[src/rtl/lc3_ctrl_pkg.sv]
// Shared types and constants for the LC-3 instruction sequencing controller.
// Contents: FSM state enum, memory-access phase enum, opcode constants.
package lc3_ctrl_pkg;

  typedef enum logic [2:0] {
    S_FETCH     = 3'd0,
    S_DECODE    = 3'd1,
    S_EXECUTE   = 3'd2,
    S_MEM       = 3'd3,
    S_WRITEBACK = 3'd4,
    S_UPDATE_PC = 3'd5
  } state_e;

  // Encoding is visible on the mem_state output, so values are fixed.
  typedef enum logic [1:0] {
    MEM_READ     = 2'd0,
    MEM_WRITE    = 2'd1,
    MEM_INDIRECT = 2'd2,
    MEM_IDLE     = 2'd3
  } mem_state_e;

  localparam logic [3:0] OP_BR  = 4'b0000;
  localparam logic [3:0] OP_ADD = 4'b0001;
  localparam logic [3:0] OP_LD  = 4'b0010;
  localparam logic [3:0] OP_ST  = 4'b0011;
  localparam logic [3:0] OP_AND = 4'b0101;
  localparam logic [3:0] OP_LDR = 4'b0110;
  localparam logic [3:0] OP_STR = 4'b0111;
  localparam logic [3:0] OP_NOT = 4'b1001;
  localparam logic [3:0] OP_LDI = 4'b1010;
  localparam logic [3:0] OP_STI = 4'b1011;
  localparam logic [3:0] OP_JMP = 4'b1100;
  localparam logic [3:0] OP_LEA = 4'b1110;

endpackage

[src/rtl/lc3_ctrl_opclass.sv]
// Combinational opcode classifier.
// Ports: opcode_i (IR[15:12]) in; one-hot-ish class flags out. is_indirect_o
// is set alongside is_load_o/is_store_o for LDI/STI. Unlisted opcodes -> NOP.
module lc3_ctrl_opclass
  import lc3_ctrl_pkg::*;
(
  input  logic [3:0] opcode_i,
  output logic       is_alu_o,
  output logic       is_load_o,
  output logic       is_store_o,
  output logic       is_indirect_o,
  output logic       is_br_o,
  output logic       is_jmp_o,
  output logic       is_nop_o
);

  always_comb begin
    is_alu_o      = 1'b0;
    is_load_o     = 1'b0;
    is_store_o    = 1'b0;
    is_indirect_o = 1'b0;
    is_br_o       = 1'b0;
    is_jmp_o      = 1'b0;
    is_nop_o      = 1'b0;
    case (opcode_i)
      OP_ADD, OP_AND, OP_NOT, OP_LEA: is_alu_o = 1'b1;
      OP_LD, OP_LDR:                  is_load_o = 1'b1;
      OP_LDI: begin
        is_load_o     = 1'b1;
        is_indirect_o = 1'b1;
      end
      OP_ST, OP_STR:                  is_store_o = 1'b1;
      OP_STI: begin
        is_store_o    = 1'b1;
        is_indirect_o = 1'b1;
      end
      OP_BR:                          is_br_o = 1'b1;
      OP_JMP:                         is_jmp_o = 1'b1;
      default:                        is_nop_o = 1'b1;
    endcase
  end

endmodule

[src/rtl/lc3_controller.sv]
// LC-3 multi-cycle control FSM (Moore). Sequences fetch, decode, execute,
// memory, writeback and PC update, one stage enable at a time.
// Ports:
//   clock, reset         rising-edge clock, synchronous active-high reset
//   complete_instr       fetch done; instr_dout captured into IR in FETCH
//   instr_dout[15:0]     fetched instruction word
//   complete_data        current memory phase done (only looked at in MEM)
//   psr[2:0]             NZP flags, sampled when leaving EXECUTE
//   enable_*             stage enables, high only in the namesake state
//   mem_state[1:0]       0 READ, 1 WRITE, 2 INDIRECT, 3 IDLE
//   br_taken             registered branch/jump decision, held until next EXECUTE
//
// state       | meaning
// FETCH       | wait for complete_instr, capture IR
// DECODE      | one cycle, decode bus driven
// EXECUTE     | one cycle, opcode picks next state, br_taken registered
// MEM         | one or two phases (INDIRECT first for LDI/STI), each waits complete_data
// WRITEBACK   | one cycle, loads and ALU/LEA only
// UPDATE_PC   | one cycle, back to FETCH
module lc3_controller
  import lc3_ctrl_pkg::*;
(
  input  logic        clock,
  input  logic        reset,
  input  logic        complete_instr,
  input  logic [15:0] instr_dout,
  input  logic        complete_data,
  input  logic [2:0]  psr,
  output logic        enable_fetch,
  output logic        enable_decode,
  output logic        enable_execute,
  output logic        enable_writeback,
  output logic        enable_updatePC,
  output logic [1:0]  mem_state,
  output logic        br_taken
);

  state_e      state_q, state_d;
  logic [15:0] ir_q, ir_d;
  logic        br_taken_q, br_taken_d;
  // Set once the INDIRECT phase of LDI/STI has completed.
  logic        ind_done_q, ind_done_d;

  logic is_alu, is_load, is_store, is_indirect, is_br, is_jmp, is_nop;

  lc3_ctrl_opclass u_opclass (
    .opcode_i      (ir_q[15:12]),
    .is_alu_o      (is_alu),
    .is_load_o     (is_load),
    .is_store_o    (is_store),
    .is_indirect_o (is_indirect),
    .is_br_o       (is_br),
    .is_jmp_o      (is_jmp),
    .is_nop_o      (is_nop)
  );

  // Operand fields of IR are consumed by the datapath, not here.
  logic unused_ir;
  assign unused_ir = ^ir_q[8:0];

  always_ff @(posedge clock) begin
    if (reset) begin
      state_q    <= S_FETCH;
      ir_q       <= '0;
      br_taken_q <= 1'b0;
      ind_done_q <= 1'b0;
    end else begin
      state_q    <= state_d;
      ir_q       <= ir_d;
      br_taken_q <= br_taken_d;
      ind_done_q <= ind_done_d;
    end
  end

  always_comb begin
    state_d    = state_q;
    ir_d       = ir_q;
    br_taken_d = br_taken_q;
    ind_done_d = 1'b0;
    case (state_q)
      S_FETCH: begin
        if (complete_instr) begin
          ir_d    = instr_dout;
          state_d = S_DECODE;
        end
      end
      S_DECODE: state_d = S_EXECUTE;
      S_EXECUTE: begin
        br_taken_d = is_jmp | (is_br & |(ir_q[11:9] & psr));
        if (is_alu)
          state_d = S_WRITEBACK;
        else if (is_load || is_store)
          state_d = S_MEM;
        else if (is_br || is_jmp || is_nop)
          state_d = S_UPDATE_PC;
      end
      S_MEM: begin
        ind_done_d = ind_done_q;
        if (complete_data) begin
          if (is_indirect && !ind_done_q)
            ind_done_d = 1'b1;
          else
            state_d = is_load ? S_WRITEBACK : S_UPDATE_PC;
        end
      end
      S_WRITEBACK: state_d = S_UPDATE_PC;
      S_UPDATE_PC: state_d = S_FETCH;
      default:     state_d = S_FETCH;
    endcase
  end

  // Outputs are forced quiet combinationally while reset is high so an
  // aborted instruction cannot strobe writeback or PC update.
  always_comb begin
    enable_fetch     = 1'b0;
    enable_decode    = 1'b0;
    enable_execute   = 1'b0;
    enable_writeback = 1'b0;
    enable_updatePC  = 1'b0;
    mem_state        = MEM_IDLE;
    if (!reset) begin
      case (state_q)
        S_FETCH:     enable_fetch     = 1'b1;
        S_DECODE:    enable_decode    = 1'b1;
        S_EXECUTE:   enable_execute   = 1'b1;
        S_WRITEBACK: enable_writeback = 1'b1;
        S_UPDATE_PC: enable_updatePC  = 1'b1;
        S_MEM: begin
          if (is_indirect && !ind_done_q)
            mem_state = MEM_INDIRECT;
          else if (is_load)
            mem_state = MEM_READ;
          else
            mem_state = MEM_WRITE;
        end
        default: ;
      endcase
    end
  end

  assign br_taken = br_taken_q;

endmodule
[config.mk]
export PLATFORM = sky130hd
export DESIGN_NAME = lc3_controller
export DESIGN_NICKNAME = d
export VERILOG_FILES = /design/src/rtl/lc3_ctrl_pkg.sv /design/src/rtl/lc3_ctrl_opclass.sv /design/src/rtl/lc3_controller.sv
export SDC_FILE = /design/constraint.sdc
export NUM_CORES = 1
export LEC_CHECK = 0
export CELL_PAD_IN_SITES_DETAIL_PLACEMENT = 0
export CELL_PAD_IN_SITES_GLOBAL_PLACEMENT = 1
export CORE_UTILIZATION = 29
export CTS_BUF_LIST = sky130_fd_sc_hd__clkbuf_8
export CTS_CLUSTER_DIAMETER = 40
export DETAILED_ROUTE_END_ITERATION = 10
export GPL_ROUTABILITY_DRIVEN = 0
export GPL_TIMING_DRIVEN = 0
export HOLD_SLACK_MARGIN = 0.12
export PLACE_DENSITY_LB_ADDON = 0.12
export SLEW_MARGIN = 40
export SYNTH_ARGS = -nofsm -noshare
export SYNTH_HDL_FRONTEND = slang
export SYNTH_SLANG_ARGS = --single-unit
[constraint.sdc]
create_clock -name clock -period 1.3 [get_ports clock]
set_input_delay 0.13 -clock clock [delete_from_list [all_inputs] [get_ports clock]]
set_output_delay 0.13 -clock clock [all_outputs]
set_load 0.01 [all_outputs]
==> run_results.csv <==
group,metric,value,unit
status,outcome,"finished, violations left",
status,violations_in_the_final_reports,"setup timing",
global_route,first_pass_grt_wire_length,2820,µm
worst_setup_path,reg2regPathDepth,5,
sta,period_minus_slack,1340,ps
synthesis,synth_sequential_area_ratio,36.9,%
pwr,intPower,800,µW
pwr,power_frac_clock,29.4,%
die,rows,16,
cts,cts_max_path_buffers,2,
worst_hold_path,hp-start,"br_taken",
global_route,global_route_total_overflow,0,
global_route,grt_antenna_before_repair,0,
route,dr_wl_cell,13.1,µm
die,die_w,49.4,µm
cells_and_area,finish.utilization,52.3,%
synthesis,arithmetic_cell_share_of_the_synthesized_area_counting_full_adders_half_adders_and_majority_gates,0,%
worst_setup_path,required,1430,ps
synthesis,synth_area_per_cell,8.13,µm²
cts,path_clk_slew,50,ps
sta,slew_headroom,73.2,%
route,totalWireLength,1830,µm
worst_setup_path,crit_path_max_fanout,8,
pwr,seq_power_share,39.3,%
cts,h_tree_depth,1,
run,drv_cap,0,
worst_setup_path,criticalPathCategory,"reg2reg",
cells_and_area,non_filler_cells_in_the_finished_layout,140,
sta,final_period_util,103,%
pwr,switchingPower,329,µW
route,routed-via-count,689,
cells_and_area,diodes,0,
synthesis,synth_xor_xnor_area_share,0,%
route,post_drt_via_cell_ratio,4.92,
place,dpl.hpwl,1160,µm
cts,ctsHoldBuffers,0,
cells_and_area,layout.filler_cells,201,
cts,clk_tree_root_cell,"clkbuf_8",
cells_and_area,synthToLayoutAreaGrowth,64.0,%
sta,timing.final.ws_setup,-42.8,ps
global_route,grt_use_total,15.2,%
worst_setup_path,startpoint_type,"flip-flop",
worst_setup_path,worst_setup_path_end_kind,"flip-flop",
worst_hold_path,class_of_the_tightest_hold_or_removal_check,"reg2reg",
die,core,2040,µm²
synthesis,post_synth_instance_area,651,µm²
die,initial_utilization,31.9,%
worst_setup_path,cpMaxStageDelayCell,"dfxtp_2",
cells_and_area,final_nets,138,
global_route,largest_net_degree_at_the_start_of_global_routing,11,
sta,final-setup-viol-count,8,
die,num_ports,31,
place,io_buffer_count,21,
die,fp.dieArea,2440,µm²
sta,final_max_slew_viol_count,0,
sta,timing.fmax,745,MHz
sta,setup_repair_after_global_routing_missed_its_margin,"true",
cts,cts_tree,"yes",
pwr,pwr_density_cell,1060,nW/µm²
worst_setup_path,critical-path-max-stage-delay,310,ps
cts,clk-insertion-delay-late,240,ps
synthesis,synth_top_family_by_area,"simple AND/OR/NAND/NOR gates",
synthesis,yosys.area_share.simple,30.4,%
sta,timing.hold.ws,501,ps
cells_and_area,final_cell_mix,"13 x nor2_1, 13 x clkdlybuf4s50_1, 10 x buf_4",
die,dieHeight,49.4,µm
global_route,number_of_global_route_vias_before_repair,616,
worst_hold_path,worst_hold_path.num_cells,2,
place,place.detailed.instances,128,
synthesis,netlist-cell-type-count,30,
worst_setup_path,worst_r2r_startpoint,"state_q[1]",
synthesis,synth.area.mux_share,9.23,%
synthesis,synth.yosys.warnings,0,
worst_setup_path,critPathArrivalTime,1470,ps
cts,cts_sinks,12,
sta,timing_worst_slew_pin_value,392,ps
synthesis,compound_cell_area_share_of_the_yosys_netlist,16.0,%
route,antenna_violating_nets_post_route,0,
synthesis,synth_nets,103,
sta,worst_clock_skew,0.161,ps
pwr,pwr-share-comb,31.3,%
synthesis,post_synth_inst_count,80,
cts,numCtsBuffers,3,
worst_setup_path,worstSetupStartpoint,"state_q[1]",
pwr,max-vdd-ir-drop,0.000741,V
route,first_iter_violations,15,
synthesis,register_bit_total_from_synthesis,12,
pwr,power.leakage,0.420,nW
pwr,power.share.switching,29.2,%
sta,finalHoldViolations,0,
cells_and_area,layout_cell_share_with_drive_strength_beyond_1,32.7,%
route,drt_pass1_iterations,4,
route,count_of_unresolved_drc_violations_after_routing,0,
worst_setup_path,critical_path.cell_chain,"buf_6 > nor4b_2 > buf_4 > mux2i_1 > nor2_1",
[power groups by stage]
stage / Combinational (mW) / Clock [mW] / Sequential (mW)
after floorplan: 0.183 / 0 / 0.432
after CTS: 0.307 / 0.344 / 0.439
after global routing: 0.381 / 0.368 / 0.447
after detailed placement: 0.282 / 0 / 0.439
final: 0.353 / 0.332 / 0.444
after global placement: 0.279 / 0 / 0.439
[kinds of logic (layout without fill, tap and decap cells)]
group | Yosys count | count (layout)
simple gates | 38 | 38
compound gates | 15 | 15
flops | 12 | 12
buf+inv | 9 | 42
mux | 6 | 6
[state kept, by name, indices dropped and copies added (netlist names)]
name,cells
ir_q,7
state_q,3
br_taken,1
ind_done_q,1
[cell usage after synthesis, drive strengths merged]
master / number / share of area [%]
a2111oi: 1 / 1.3
a211o: 1 / 1.3
a211oi: 1 / 1.2
a21oi: 4 / 3.1
a222oi: 1 / 1.5
a31oi: 1 / 0.96
buf: 5 / 5.2
clkbuf: 1 / 0.58
dfxtp: 12 / 37
inv: 3 / 1.7
mux2i: 6 / 9.2
nand2: 9 / 5.6
nand2b: 1 / 0.96
nand4: 1 / 0.96
nand4bb: 1 / 1.7
nor2: 13 / 7.5
nor3: 7 / 5.4
nor3b: 1 / 1.2
nor4: 4 / 4.8
nor4b: 1 / 2.3
o21a: 2 / 2.3
o21ai: 2 / 1.5
o311ai: 1 / 1.3
o31a: 1 / 1.3
[repair_timing]
action	4_1_cts	5_1_grt
pin swaps	4	3
setup buffers	3	5
endpoints found under the setup margin	9	13
resized for setup	46	9
cloned	0	1
[path summary, 6_finish.rpt]
kind                    to  slack [ps]
setup / recovery   ir_q[9]         -40
hold / removal    br_taken         500
setup reg to reg   ir_q[9]         -40
hold reg to reg   br_taken         500
[per-layer routing]
layer | global-route usage [%] | part of all wire (%)
met3 | 3.12 | 3.2
met2 | 24.2 | 49
met5 | 0 | 0
met1 | 18.5 | 47
met4 | 9.31 | 0.55
[critical path, delay by kind of cell (launching register included)]
family,cells,cell delay [ps]
flip-flops,1,310
AND/OR/NAND/NOR,2,340
buffers and inverters,2,370
multiplexers,1,210
[through the flow]
step | area, µm² | setup TNS, ps | setup slack (ps) | total power, mW
6_report | 1070 | -139 | -42.8 | 1.13
5_1_grt | 1070 | -840 | -116 | 1.20
4_1_cts | 986 | -76.6 | -38.3 | 1.09
3_5_place_dp | 895 | -3840 | -585 | 0.721
3_3_place_gp | 895 | -3710 | -573 | 0.718
2_1_floorplan | 651 | 0 | 118 | 0.614
[area by class of cell]
class	instances	area [µm²]	share of cell area [%]
Buffer	6	70.1	6.57
Sequential cell	12	250	23.4
Clock buffer	3	41.3	3.87
Timing Repair Buffer	30	259	24.3
Tap cell	27	33.8	3.17
Inverter	3	13.8	1.29
Multi-Input combinational cell	59	399	37.4
No activity file was read; power rests on OpenSTA's default activity.
